File: src/rtl/uart_rx_fifo.sv
// Receive FIFO between uart_rx and the register interface: FWFT head, trigger,
// sticky overrun, error-pending and character-timeout status.
module uart_rx_fifo #(
  parameter int unsigned DEPTH    = 16,
  parameter int unsigned ADDR_W   = 4,
  parameter int unsigned TO_TICKS = 640
) (
  input  logic              uart_clk_i,
  input  logic              uart_rst_n_i,
  input  logic              rx_clk_en_i,
  input  logic [9:0]        rx_fifo_data_i,
  input  logic              rx_fifo_wr_en_i,
  input  logic              rd_en_i,
  input  logic              fifo_clr_i,
  input  logic              ovr_clr_i,
  input  logic [1:0]        trig_lvl_i,
  output logic [9:0]        rd_data_o,
  output logic              empty_o,
  output logic              full_o,
  output logic [ADDR_W:0]   count_o,
  output logic              trig_o,
  output logic              overrun_o,
  output logic              err_pend_o,
  output logic              timeout_o
);

  localparam int unsigned TO_W = $clog2(TO_TICKS + 1);
  localparam logic [ADDR_W:0]   CNT_ONE  = (ADDR_W+1)'(1);
  localparam logic [ADDR_W:0]   CNT_FULL = (ADDR_W+1)'(DEPTH);
  localparam logic [ADDR_W:0]   TRIG_Q   = (ADDR_W+1)'(DEPTH / 4);
  localparam logic [ADDR_W:0]   TRIG_H   = (ADDR_W+1)'(DEPTH / 2);
  localparam logic [ADDR_W:0]   TRIG_N2  = (ADDR_W+1)'(DEPTH - 2);
  localparam logic [ADDR_W-1:0] PTR_ONE  = ADDR_W'(1);
  localparam logic [TO_W-1:0]   TO_MAX   = TO_W'(TO_TICKS);
  localparam logic [TO_W-1:0]   TO_ONE   = TO_W'(1);

  logic [9:0]        mem [DEPTH];
  logic [ADDR_W-1:0] wr_ptr, rd_ptr;
  logic [ADDR_W:0]   count, err_cnt, trig_thr;
  logic [TO_W-1:0]   to_cnt;
  logic              overrun;
  logic [9:0]        head;
  logic              empty, full, wr_acc, rd_acc, wr_err, rd_err;

  assign head   = mem[rd_ptr];
  assign empty  = (count == '0);
  assign full   = (count == CNT_FULL);
  assign rd_acc = rd_en_i & ~empty;
  // A read while full frees the slot the same-cycle write lands in.
  assign wr_acc = rx_fifo_wr_en_i & (~full | rd_en_i);
  assign wr_err = wr_acc & (|rx_fifo_data_i[9:8]);
  assign rd_err = rd_acc & (|head[9:8]);

  always_ff @(posedge uart_clk_i) begin
    if (wr_acc && !fifo_clr_i) mem[wr_ptr] <= rx_fifo_data_i;
  end

  always_ff @(posedge uart_clk_i or negedge uart_rst_n_i) begin
    if (!uart_rst_n_i) begin
      wr_ptr  <= '0;
      rd_ptr  <= '0;
      count   <= '0;
      err_cnt <= '0;
      to_cnt  <= '0;
      overrun <= 1'b0;
    end else if (fifo_clr_i) begin
      wr_ptr  <= '0;
      rd_ptr  <= '0;
      count   <= '0;
      err_cnt <= '0;
      to_cnt  <= '0;
      overrun <= 1'b0;
    end else begin
      if (wr_acc) wr_ptr <= wr_ptr + PTR_ONE;
      if (rd_acc) rd_ptr <= rd_ptr + PTR_ONE;
      case ({wr_acc, rd_acc})
        2'b10:   count <= count + CNT_ONE;
        2'b01:   count <= count - CNT_ONE;
        default: ;
      endcase
      case ({wr_err, rd_err})
        2'b10:   err_cnt <= err_cnt + CNT_ONE;
        2'b01:   err_cnt <= err_cnt - CNT_ONE;
        default: ;
      endcase
      if (rx_fifo_wr_en_i && !wr_acc) overrun <= 1'b1;
      else if (ovr_clr_i)             overrun <= 1'b0;
      if (wr_acc || rd_acc || empty)               to_cnt <= '0;
      else if (rx_clk_en_i && (to_cnt != TO_MAX))  to_cnt <= to_cnt + TO_ONE;
    end
  end

  always_comb begin
    trig_thr = CNT_ONE;
    case (trig_lvl_i)
      2'b01:   trig_thr = TRIG_Q;
      2'b10:   trig_thr = TRIG_H;
      2'b11:   trig_thr = TRIG_N2;
      default: trig_thr = CNT_ONE;
    endcase
  end

  assign rd_data_o  = empty ? '0 : head;
  assign empty_o    = empty;
  assign full_o     = full;
  assign count_o    = count;
  assign trig_o     = (count >= trig_thr);
  assign overrun_o  = overrun;
  assign err_pend_o = (err_cnt != '0);
  assign timeout_o  = (to_cnt == TO_MAX);

endmodule

File: config.mk
export PLATFORM = sky130hd
export DESIGN_NAME = uart_rx_fifo
export DESIGN_NICKNAME = d
export VERILOG_FILES = /design/src/rtl/uart_rx_fifo.sv
export SDC_FILE = /design/constraint.sdc
export NUM_CORES = 1
export LEC_CHECK = 0
export BUFFER_PORTS_ARGS = -buffer_cell sky130_fd_sc_hd__buf_2
export CORE_MARGIN = 2
export CORE_UTILIZATION = 50
export CTS_CLUSTER_SIZE = 20
export DETAILED_ROUTE_END_ITERATION = 10
export GPL_TIMING_DRIVEN = 1
export PLACE_DENSITY = 0.67
export SETUP_SLACK_MARGIN = 0.15
export SLEW_MARGIN = 20
export SYNTH_ARGS = -nofsm -noshare
export SYNTH_HDL_FRONTEND = slang
export SYNTH_SLANG_ARGS = --single-unit
File: constraint.sdc
create_clock -name uart_clk_i -period 7.5 [get_ports uart_clk_i]
set_input_delay 0.375 -clock uart_clk_i [delete_from_list [all_inputs] [get_ports uart_clk_i]]
set_output_delay 0.375 -clock uart_clk_i [all_outputs]
set_load 0.005 [all_outputs]
# Yosys cells after proc, flatten, opt, wreduce, memory -nomap -nowiden
# Memories as Yosys holds them, arrays and structs flattened.
# Index checks and enable logic that the tools add are counted.
[totals]
ff_bits = 29
latchBits = 0
ramBits = 160
romBits = 0
in_bits = 19
wordCells = 67
mem_count = 1
[mem_list]
columns = ["name", "words", "width", "read_ports", "rd_clocked_by_memory_dff", "write_ports", "line_no", "rtl"]
rows = [
  ["mem", 16, 10, 1, 0, 1, "37", "logic [9:0] mem [DEPTH];"],
]
[classes]
add_sub_neg = 7
multipliers = 0
div = 0
order_cmp = 1
eq_ne = 10
shifts = 0
n_mux = 18
bitwise = 7
reduce_logical = 17
[ops]
columns = ["operator", "n"]
rows = [
  ["two-way mux 10 bit", 4],
  ["case mux 5 bit (2 select lines)", 2],
  ["two-way mux 4 bit", 4],
  ["case mux 4 bit (3 select lines)", 1],
  ["nonzero test 3 bit", 4],
  ["adder 10 x 1 -> 10 bit (second input constant)", 1],
  ["adder 5 x 1 -> 5 bit (second input constant)", 2],
  ["== test 10 bit (second input constant)", 1],
  ["two-way mux 5 bit", 2],
  ["inequality test 10 bit (second input constant)", 1],
  ["subtractor 5 x 1 -> 5 bit (second input constant)", 2],
  ["adder 4 x 1 -> 4 bit (second input constant)", 2],
  ["== test 2 bit (second input constant)", 4],
  ["== test 2 x 1 -> 1 bit (second input constant)", 3],
  ["== test 5 bit (second input constant)", 1],
  [">= comparator 5 bit", 1],
  ["logical NOT 5 bit", 1],
  ["two-way mux 1 bit", 5],
  ["nonzero test 5 bit", 1],
  ["AND 1 bit", 4],
  ["nonzero test 2 bit", 2],
  ["OR reduction 2 bit", 2],
  ["logical AND 1 bit", 3],
  ["logical NOT 1 bit", 2],
  ["other kinds (3)", 5],
]

# Logic depth before layout (Yosys ltp)
# Gate-level depths: netlist (run 1).
[logic_depth]
word_depth = 8
mapped_depth = 15
depth_no_buf = 13

# Least setup slack after synthesis (run 1)
# Ideal clock, no wire load.
[synth_timing]
kind = "reg-to-reg"
from = "register rd_ptr[0]"
to = "register err_cnt[4]"
arrival_time_ns = 3.087
required_ns = 7.371
slack_ns = 4.284
path_stages_with_launch = 16
period_less_slack_ns = 3.216
path_cell_list = "dfrtp_1 > buf_6 > buf_12 > mux4_2 > nand2_2 > and4_1 > nand2_1 > nand3_1 > inv_1 > ha_1 > nor2b_1 > o21a_1 > nor2_1 > a2111o_1 > o2111ai_1 > a2111o_1"
[synth_between]
elab_chain_len = 6
[synth_lines]
columns = ["element", "line_no", "rtl"]
rows = [
  ["start, declared", "38", "logic [ADDR_W-1:0] wr_ptr, rd_ptr;"],
  ["start signal, assigned", "75", "if (rd_acc) rd_ptr <= rd_ptr + PTR_ONE;"],
  ["memory read (16 x 10 bit) *", "-", ""],
  ["OR reduction 2 bit *", "52", "assign rd_err = rd_acc & (|head[9:8]);"],
  ["AND 1 bit *", "52", ""],
  ["== test 2 x 1 -> 1 bit / == test 2 bit (equally long branches)", "81", "case ({wr_err, rd_err})"],
  ["case mux 5 bit (2 select lines)", "81", ""],
  ["two-way mux 5 bit", "66", "end else if (fifo_clr_i) begin"],
  ["end signal, assigned", "82", "2'b10: err_cnt <= err_cnt + CNT_ONE;"],
  ["end signal, assigned", "83", "2'b01: err_cnt <= err_cnt - CNT_ONE;"],
  ["end, declared", "39", "logic [ADDR_W:0] count, err_cnt, trig_thr;"],
]
# Mark *: on every way between the ends. The rest lies on a longest branch, timed or not.
# A chain may end at the register's enable or synchronous reset.

# Final worst setup path (run 1)
# Ends and elaborated chain as after synthesis.

==> impl_metrics.py, run 1 <==
metrics = {
    "outcome": {
        "outcome": "finished, final reports clean",
    },
    "placement": {
        "gp_congestion": 0.814,
        "port_buffers": 39,
        "place_inst": 741,
        "hpwl_um": 10100,
    },
    "drt": {
        "wl_um": 16600,
        "routed-via-count": 4488,
        "dr.pass1.iters": 6,
        "wl_per_cell_um": 21.5,
        "drc": 0,
        "vias_per_cell": 5.80,
        "drt_iter0_markers": 385,
        "drtAntennaViolNets": 0,
    },
    "setup_path": {
        "cp.required_ns": 7.80,
        "r2r-end": "err_cnt[4]",
        "critPathLaunchType": "register",
        "crit_type": "reg2reg",
        "worstPathMaxFanout": 43,
        "crit_path_end_kind": "register",
        "worstPathArrival_ns": 4.50,
        "slowest_delay_ns": 0.64,
        "rr_worst_depth": 14,
        "path_cells": "buf_4, mux4_1, nand3_1, and4_1, nand2_1, nand3_1, inv_1, ha_1, nor2b_1, o21a_1, nor2_1, a2111o_1, o2111ai_1, a2111o_1",
        "rrSetupSlack_ns": 3.31,
        "crit_slowest_cell": "mux4_1",
        "r2r_start": "rd_ptr[0]",
    },
    "power_and_ir_drop": {
        "worst_ir_drop_vdd_v": 0.000186,
        "power_mw": 2.90,
        "leakagePower_nw": 3.26,
        "power-per-cell-area_nw_per_um2": 310,
    },
    "sta": {
        "maxSlewViolCount": 0,
        "rsz0062_at_grt": "no",
        "fin_skew_ns": 0.0109,
        "fin_crit_ns": 4.19,
        "hold_violations": 0,
        "max_freq_ghz": 0.238,
        "max-slew-margin-rel_pct": 37.5,
        "min_period_over_period_pct": 55.9,
        "setup_viol": 0,
        "max_slew.worst_pin.slew_ns": 0.938,
        "tns_ns": 0,
    },
    "worst_hold_path": {
        "worst_hold_path.endpoint": "overrun_o",
        "hold_depth": 4,
        "min_from": "ovr_clr_i",
        "min_path_type": "in2reg",
    },
    "clock_network": {
        "clkSinkCount": 189,
        "cts_resized": 0,
        "tritoncts": "yes",
        "h-tree-depth": 4,
        "clockBufferDepth": 2,
        "root_buffer": "clkbuf_16",
        "clk_pin_slew_worst_paths_ns": 0.07,
        "cts_hold_buf": 1,
        "post_cts_buffers": 0,
        "insertion_delay_ns": 0.43,
        "cts_inserted_buffers": 17,
    },
    "synthesis": {
        "ys_seq_elements": 189,
        "synth_top_cell_area_share_pct": 57.8,
        "async_flop_share_pct": 15.3,
        "synth_cell_types": 53,
        "synthTopCellsByArea": "edfxtp_1 (58%), mux4_2 (12%), dfrtp_1 (8.7%)",
        "yosysSeqAreaShare_pct": 66.6,
        "synth_area_um2": 8310,
        "synth_cells": 497,
        "ys.flop_type": "edfxtp_1",
        "ys_warn_count": 0,
        "synth_top_area_cell": "edfxtp_1",
        "syn_avg_cell_area_um2": 16.7,
        "synth.net_count": 535,
        "synth_edf_count": 160,
    },
    "floorplanning": {
        "die_w_um": 133,
        "ios": 40,
        "fp.coreArea_um2": 16400,
        "start_util_pct": 50.6,
        "die_y_um": 133,
        "dieArea_um2": 17700,
        "rows": 47,
    },
    "finish": {
        "area_growth_pct": 12.6,
        "num-nets-final": 579,
        "fin_cells": 774,
        "diodes": 0,
        "drive_gt1_share_pct": 24.0,
        "final_cell_mix": "edfxtp_1 (160), mux4_2 (43), buf_2 (39), nor2_1 (35), dfrtp_1 (28)",
        "final_common_cell": "edfxtp_1",
    },
    "global_routing": {
        "grt-ovfl-total": 0,
        "antenna_found_initial": 1,
        "grt_max_degree": 44,
        "grt_pass1_vias": 4575,
        "grt_first_pass_wirelength_um": 26100,
        "grtUsageTotal_pct": 20.0,
    },
    "flow_run": {
        "cap_violations": 0,
    },
}
==> worst max path at each step <==
stage                         start    endpoint  slack, ns  cells past startpoint
after floorplan           rd_ptr[0]  err_cnt[4]       4.28                     15
after global placement    rd_ptr[0]  err_cnt[4]       3.55                     14
after detailed placement  rd_ptr[0]  err_cnt[4]       3.32                     14
after CTS                 rd_ptr[0]  err_cnt[4]       3.30                     14
after global routing      rd_ptr[0]  err_cnt[4]       2.96                     14
final                     rd_ptr[0]  err_cnt[4]       3.31                     14
==> kinds of logic after synthesis <==
logic type	synth area share, %
DFF	66.6
and+or+nand+nor	9.41
muxes	13.7
buffers and inverters	2.24
AOI/OAI and AO/OA	2.83
xor gates and xnor gates	2.17
adders and majority gates	3.04
==> report_power, final <==
group | internal (mW) | switching, mW
clock network | 0.482 | 0.433
registers | 1.18 | 0.0403
logic | 0.360 | 0.403
==> critical path, delay by kind of cell (launching register included) <==
kind | cells | cell delay [ns]
DFF | 1 | 0.34
and+or+nand+nor | 6 | 1.14
muxes | 1 | 0.64
buffers and inverters | 2 | 0.72
adders and majority gates | 1 | 0.32
AOI/OAI and AO/OA | 4 | 0.88
==> cell usage after synthesis, types with 3 or more instances <==
library cell	count
or4_1	4
xor2_1	9
clkbuf_1	10
a21o_1	3
mux4_2	43
mux2i_1	4
a21oi_1	10
xnor2_1	9
nor2_1	36
o2111ai_1	4
nand4_1	6
and2_1	13
mux4_1	5
o21ai_0	3
nor2b_1	14
edfxtp_1	160
nor4_1	4
ha_1	17
inv_1	19
a2111o_1	3
buf_2	4
nand2_1	27
nor3_1	12
nand3_1	8
dfrtp_1	29
nand2b_1	3
buf_1	4
==> registers in the layout, indices dropped and copies added (netlist names) <==
name,count
mem,160
overrun_o,1
err_cnt,5
wr_ptr,4
rd_ptr,4
count_o,5
to_cnt,10
==> layer usage <==
metal	global-route usage, %	vias to the layer above	part of all wire (%)
met3	4.98	22	4.9
li1	-	2027	-
met4	6.69	2	1.9
met1	26.5	2322	43
met2	32.7	115	50
met5	0	-	0.042
==> through the flow <==
| step | utilization [%] | area [µm²] | hold WS [ns] | setup slack [ns] |
|---|---|---|---|---|
| after floorplan | - | 8310 | 0.0794 | 4.28 |
| after global placement | 53.2 | 8720 | 0.449 | 3.55 |
| after detailed placement | 53.2 | 8720 | 0.446 | 3.32 |
| after CTS | 56.9 | 9340 | 0.228 | 3.30 |
| after global routing | 57.0 | 9350 | 0.248 | 2.96 |
| final | 57.0 | 9350 | 0.247 | 3.31 |
==> layout make-up <==
cell class | count | area (µm²)
Clock buffer | 17 | 425
Clock inverter | 15 | 183
Fill cell | 1286 | 7060
Inverter | 19 | 71.3
Multi-Input combinational cell | 268 | 2610
Sequential cell | 189 | 5530
Tap cell | 220 | 275
Timing Repair Buffer | 46 | 250
(Power assumes the default switching activity.)
==> inputs of run 2 (changes only) <==
--- a/config.mk
+++ b/config.mk
@@ -11,7 +11,7 @@
 export CTS_CLUSTER_SIZE = 20
 export DETAILED_ROUTE_END_ITERATION = 10
 export GPL_TIMING_DRIVEN = 1
-export PLACE_DENSITY = 0.67
+export PLACE_DENSITY = 0.7
 export SETUP_SLACK_MARGIN = 0.15
 export SLEW_MARGIN = 20
 export SYNTH_ARGS = -nofsm -noshare
==> constraint.sdc (replaced) <==
create_clock -name uart_clk_i -period 3.7 [get_ports uart_clk_i]
set_input_delay 0.185 -clock uart_clk_i [delete_from_list [all_inputs] [get_ports uart_clk_i]]
set_output_delay 0.185 -clock uart_clk_i [all_outputs]
set_load 0.005 [all_outputs]
==> impl_metrics.py, run 2 (same netlist as run 1, synthesis figures left out) <==
metrics = {
    "clock_network": {
        "cts_inserted_buffers": 17,
        "clk_pin_slew_worst_paths_ns": 0.07,
        "h-tree-depth": 4,
        "clkSinkCount": 189,
        "clockBufferDepth": 2,
        "tritoncts": "yes",
        "root_buffer": "clkbuf_16",
        "insertion_delay_ns": 0.43,
    },
    "floorplanning": {
        "dieArea_um2": 17700,
        "rows": 47,
        "start_util_pct": 50.6,
        "die_w_um": 133,
        "die_y_um": 133,
        "fp.coreArea_um2": 16400,
        "ios": 40,
    },
    "flow_run": {
        "cap_violations": 0,
    },
    "setup_path": {
        "slowest_delay_ns": 0.55,
        "cp.required_ns": 4.01,
        "worstPathArrival_ns": 3.68,
        "crit_slowest_cell": "mux4_1",
        "crit_path_end_kind": "register",
        "critPathLaunchType": "register",
        "worstPathMaxFanout": 9,
        "critPathLaunch": "rd_ptr[0]",
        "r2r_start": "rd_ptr[0]",
        "path_cells": "buf_12, mux4_1, nand2_1, and4_4, nand2_1, nand3_2, inv_1, ha_1, nor2b_1, o21a_1, nor2_2, a2111o_1, o2111ai_1, a2111o_1",
        "crit_type": "reg2reg",
    },
    "placement": {
        "gp_congestion": 0.826,
        "hpwl_um": 10200,
        "port_buffers": 39,
    },
    "power_and_ir_drop": {
        "worst_ir_drop_vdd_v": 0.000412,
        "power-per-cell-area_nw_per_um2": 624,
        "leakagePower_nw": 3.28,
    },
    "drt": {
        "drtAntennaViolNets": 0,
        "routed-via-count": 4544,
        "vias_per_cell": 5.82,
        "drt_iter0_markers": 312,
        "wl_um": 16800,
        "dr.pass1.iters": 4,
        "drc": 0,
        "wl_per_cell_um": 21.5,
    },
    "worst_hold_path": {
        "min_path_type": "in2reg",
        "min_from": "ovr_clr_i",
    },
    "finish": {
        "final_common_cell": "edfxtp_1",
        "final_cell_mix": "edfxtp_1 (160), mux4_2 (43), buf_2 (39), nor2_1 (35), dfrtp_1 (27)",
        "largest_reg_flops": 160,
        "seqCellArea_um2": 5530,
        "diodes": 0,
        "area_growth_pct": 13.2,
        "multi_input_area_um2": 2620,
        "reg_top3": "mem: 160 flops, to_cnt: 10 flops",
        "num-nets-final": 588,
        "largest-register": "mem",
        "num-fill-cells": 1230,
        "final_core_util_pct": 57.3,
        "drive_gt1_share_pct": 25.3,
    },
    "global_routing": {
        "grt_max_degree": 35,
        "grt-ovfl-total": 0,
        "grt_first_pass_wirelength_um": 25800,
        "grtUsageTotal_pct": 20.1,
        "grt_pass1_vias": 4552,
        "antenna_found_initial": 0,
    },
    "sta": {
        "max-slew-margin-rel_pct": 26.4,
        "fin_skew_ns": 0.0111,
        "tns_ns": 0,
        "min_period_over_period_pct": 91.2,
        "hold_violations": 0,
        "max_slew.worst_pin.slew_ns": 1.10,
        "maxSlewViolCount": 0,
        "max_freq_ghz": 0.296,
        "rsz0062_at_grt": "no",
        "setup_viol": 0,
        "fin_crit_ns": 3.37,
    },
    "outcome": {
        "outcome": "finished, final reports clean",
    },
}
-- run 2: cell types whose count changed in the layout (fill, tap and decap cells not counted), sizes merged --
cell and change:
clkbuf +1, bufinv +1, buf +9, inv -6, clkinvlp +2
-- run 2: routing by layer --
layer	global-route usage [%]	up-vias	wire length [µm]
met4	6.75	0	292
met1	27.0	2351	7210
met5	0	-	0
li1	-	2045	-
met3	4.64	23	771
met2	32.8	125	8500
-- run 2: report_power, final --
group          internal [mW]  switching (mW)  total (mW)  leakage (nW)
combinational          0.782           0.811        1.59          1.18
clock                  0.997           0.786        1.78         0.265
sequential              2.39          0.0961        2.49          1.84
total                   4.17            1.69        5.86          3.28
-- run 2: critical path, delay by kind of cell, from the launching register on --
family                   cells  cell delay, ns
multiplexers                 1            0.55
AND/OR/NAND/NOR              6            0.95
buffers and inverters        2            0.23
AO/OA/AOI/OAI                4            0.82
adder cells (fa/ha/maj)      1            0.31
flip-flops                   1            0.40
-- run 2: layout make-up --
cell class	count	share of cell area (%)
inverter	19	0.759
sequential	189	58.9
tap	220	2.93
clock inverter	12	1.49
clock buffer	18	4.56
timing repair buffer	55	3.51
multi-input combinational	268	27.9
-- run 2: final timing paths --
| path | depth (start not counted) | slack (ns) | to |
|---|---|---|---|
| min | 4 | 0.05 | overrun_o |
| max | 14 | 0.33 | err_cnt[4] |
| min in group asynchronous | 2 | 0.32 | to_cnt[6] |
| min reg2reg | 2 | 0.50 | overrun_o |
| max in group asynchronous | 2 | 2.91 | rd_ptr[1] |
| max reg2reg | 14 | 0.33 | err_cnt[4] |
-- run 2: repair_timing --
item,4_1_cts,5_1_grt
resized for setup,0,6
hold endpoints to repair,29,0
endpoints found under the setup margin,0,1
hold buffers,1,0
buffers inserted,0,1
-- run 2: per-stage QoR --
stage               hold slack [ns]  area, µm²  std cells  power [mW]  worst slack, ns
finish                       0.0539       9400        781        5.86            0.327
global route                 0.0559       9400        781        6.15            0.166
CTS                          0.0369       9360        780        5.89            0.166
detailed placement            0.258       8780        749        4.11            0.182
global placement              0.248       8780        749        4.06            0.371
floorplan                    -0.111       8310        497        3.64            0.484
==> inputs of run 3 (changes only) <==
--- a/config.mk
+++ b/config.mk
@@ -5,6 +5,7 @@
 export SDC_FILE = /design/constraint.sdc
 export NUM_CORES = 1
 export LEC_CHECK = 0
+export ABC_AREA = 1
 export BUFFER_PORTS_ARGS = -buffer_cell sky130_fd_sc_hd__buf_2
 export CORE_MARGIN = 2
 export CORE_UTILIZATION = 50
==> impl_metrics.py, run 3 <==
metrics = {
    "outcome": {
        "outcome": "finished, final reports clean",
    },
    "synthesis": {
        "synth_cell_types": 40,
        "ys_top_cells_by_count": "edfxtp_1 (160), nor2_1 (92), nand2_1 (82), o21ai_0 (78), inv_1 (65)",
        "synth_edf_count": 160,
        "synthTopCellsByArea": "edfxtp_1 (57%), dfrtp_1 (8.6%), o21ai_0 (4.6%)",
        "syn_avg_cell_area_um2": 11.3,
        "async_flop_share_pct": 15.3,
        "ys_seq_elements": 189,
        "synth_top_cell_area_share_pct": 57.1,
        "ys_warn_count": 0,
        "synth.net_count": 782,
        "ys.flop_type": "edfxtp_1",
        "synth_cells": 744,
        "synth_area_um2": 8410,
        "synth.most_common_cell": "edfxtp_1",
        "yosysSeqAreaShare_pct": 65.7,
        "synth_top_area_cell": "edfxtp_1",
    },
    "sta": {
        "tns_ns": 0,
        "setup_viol": 0,
        "maxSlewViolCount": 0,
        "hold_violations": 0,
        "rsz0062_at_grt": "no",
        "max_freq_ghz": 0.336,
        "fin_skew_ns": 0.00947,
        "min_period_over_period_pct": 80.4,
        "max_slew.worst_pin.slew_ns": 1.04,
        "fin_crit_ns": 2.98,
        "max-slew-margin-rel_pct": 30.1,
        "hold-worst-slack_ns": 0.0206,
    },
    "finish": {
        "fin_cells": 1024,
        "reg_top3": "mem: 160 flops, to_cnt: 10 flops",
        "drive_gt1_share_pct": 14.9,
        "num-nets-final": 829,
        "largest-register": "mem",
        "final_core_util_pct": 57.4,
        "num-fill-cells": 1368,
        "largest_reg_flops": 160,
        "post-route-cell-area_um2": 9480,
        "multi_input_area_um2": 2440,
        "final_cell_mix": "edfxtp_1 (160), nor2_1 (92), nand2_1 (82), o21ai_0 (78), inv_1 (65)",
        "diodes": 0,
        "seqCellArea_um2": 5530,
        "final_common_cell": "edfxtp_1",
        "area_growth_pct": 12.7,
    },
    "setup_path": {
        "worstPathArrival_ns": 3.29,
        "path_cells": "inv_4, nand2_1, nand3_1, nand3_1, nand3_1, nand2_1, inv_2, nand2_2, nand3_4, inv_1, ha_1, nand2_1, o21ai_0, xor2_1, inv_1, nand2_1, nand2_1, nand2_1, nand2_1",
        "cp.required_ns": 4.02,
        "crit_path_end_kind": "register",
        "crit_slowest_cell": "dfrtp_2",
        "worstPathMaxFanout": 54,
        "r2r_start": "rd_ptr[0]",
        "slowest_delay_ns": 0.51,
        "crit_type": "reg2reg",
        "path_common_cell": "nand2_1",
        "critPathLaunch": "rd_ptr[0]",
        "rrSetupSlack_ns": 0.72,
        "cp-endpoint": "err_cnt[4]",
        "rr_worst_depth": 19,
        "r2r-end": "err_cnt[4]",
        "critPathLaunchType": "register",
    },
    "global_routing": {
        "grt_first_pass_wirelength_um": 29900,
        "use_met3_pct": 4.34,
        "grtUsageTotal_pct": 21.7,
        "grt_pass1_vias": 5721,
        "met2_usage_pct": 35.4,
        "busiest_layer": "met2",
        "antenna_found_initial": 0,
        "gr-usage-met1_pct": 28.8,
        "grt-ovfl-total": 0,
        "grt_max_degree": 55,
    },
    "clock_network": {
        "cts_inserted_buffers": 17,
        "insertion_delay_ns": 0.43,
        "tritoncts": "yes",
        "post_cts_buffers": 0,
        "clockBufferDepth": 2,
        "clkSinkCount": 189,
        "clk_pin_slew_worst_paths_ns": 0.07,
        "h-tree-depth": 4,
        "root_buffer": "clkbuf_16",
    },
    "floorplanning": {
        "start_util_pct": 50.9,
        "dieArea_um2": 17900,
        "die_w_um": 134,
        "rows": 47,
        "ios": 40,
        "die_y_um": 134,
        "fp.coreArea_um2": 16500,
    },
    "worst_hold_path": {
        "min_path_type": "in2reg",
    },
    "flow_run": {
        "cap_violations": 0,
    },
    "drt": {
        "routed-via-count": 5782,
        "wl_um": 18600,
        "drc": 0,
        "wl_per_cell_um": 18.1,
        "dr.pass1.iters": 5,
        "vias_per_cell": 5.65,
        "drt_iter0_markers": 527,
        "drtAntennaViolNets": 0,
    },
    "placement": {
        "port_buffers": 39,
        "gp_congestion": 0.823,
        "hpwl_um": 12000,
        "post_dp_cell_area_um2": 8900,
        "place_inst": 990,
    },
    "power_and_ir_drop": {
        "power-per-cell-area_nw_per_um2": 587,
        "leakagePower_nw": 3.57,
        "worst_ir_drop_vdd_v": 0.000466,
    },
}
-- run 3: final cells by class --
type	instances	share of cell area, %
Timing Repair Buffer	63	4.01
Sequential cell	189	58.3
Multi-Input combinational cell	444	25.8
Clock buffer	19	4.56
Clock inverter	13	1.41
Tap cell	220	2.90
Inverter	76	3.03
-- run 3: repair_timing --
| action | CTS | global route |
|---|---|---|
| endpoints found under the hold margin | 30 | 0 |
| resized for setup | 0 | 0 |
| hold buffers | 2 | 0 |
-- run 3: power by group --
group          switching [mW]  internal (mW)
logic                   0.907          0.465
registers              0.0724           2.38
clock network           0.802          0.946
total                    1.78           3.79
-- run 3: critical path: cells and delay by family (launching register included) --
family	cells	cell delay [ns]
simple gates	12	0.95
buf+inv	4	0.66
flops	1	0.51
fa+ha+maj	1	0.36
xor+xnor	1	0.20
compound gates	1	0.18
-- run 3: kinds of logic (layout without fill, tap and decap cells) --
logic type               count (synthesis)  after routing  share of synthesized area (%)
AO/OA/AOI/OAI                          151            151                           10.7
flip-flops                             189            189                           65.7
adder cells (fa/ha/maj)                 19             19                           3.00
buffers and inverters                  111            171                           5.47
XOR/XNOR                                10             10                           1.04
AND/OR/NAND/NOR                        264            264                           14.0
-- run 3: worst min path at each step --
stage                                from          to  slack (ns)  cells after the start
after detailed placement     uart_rst_n_i  err_cnt[3]        0.27                      1
after global routing      rx_fifo_wr_en_i   overrun_o        0.06                      3
final                     rx_fifo_wr_en_i   overrun_o        0.02                      3
after CTS                 rx_fifo_wr_en_i   overrun_o        0.01                      3
after floorplan              uart_rst_n_i  count_o[0]       -0.11                      0
after global placement       uart_rst_n_i  err_cnt[3]        0.26                      1
-- run 3: routing by layer --
layer,share of wire [%],vias up
li1,-,2724
met3,6.1,26
met1,42,2819
met4,2.3,0
met5,0,-
met2,49,213
-- run 3: metrics by stage --
stage	setup slack (ns)	total power [mW]
4_1_cts	0.740	5.60
2_1_floorplan	1.31	3.43
5_1_grt	0.321	5.85
3_3_place_gp	0.852	3.80
3_5_place_dp	0.751	3.86
6_report	0.725	5.57
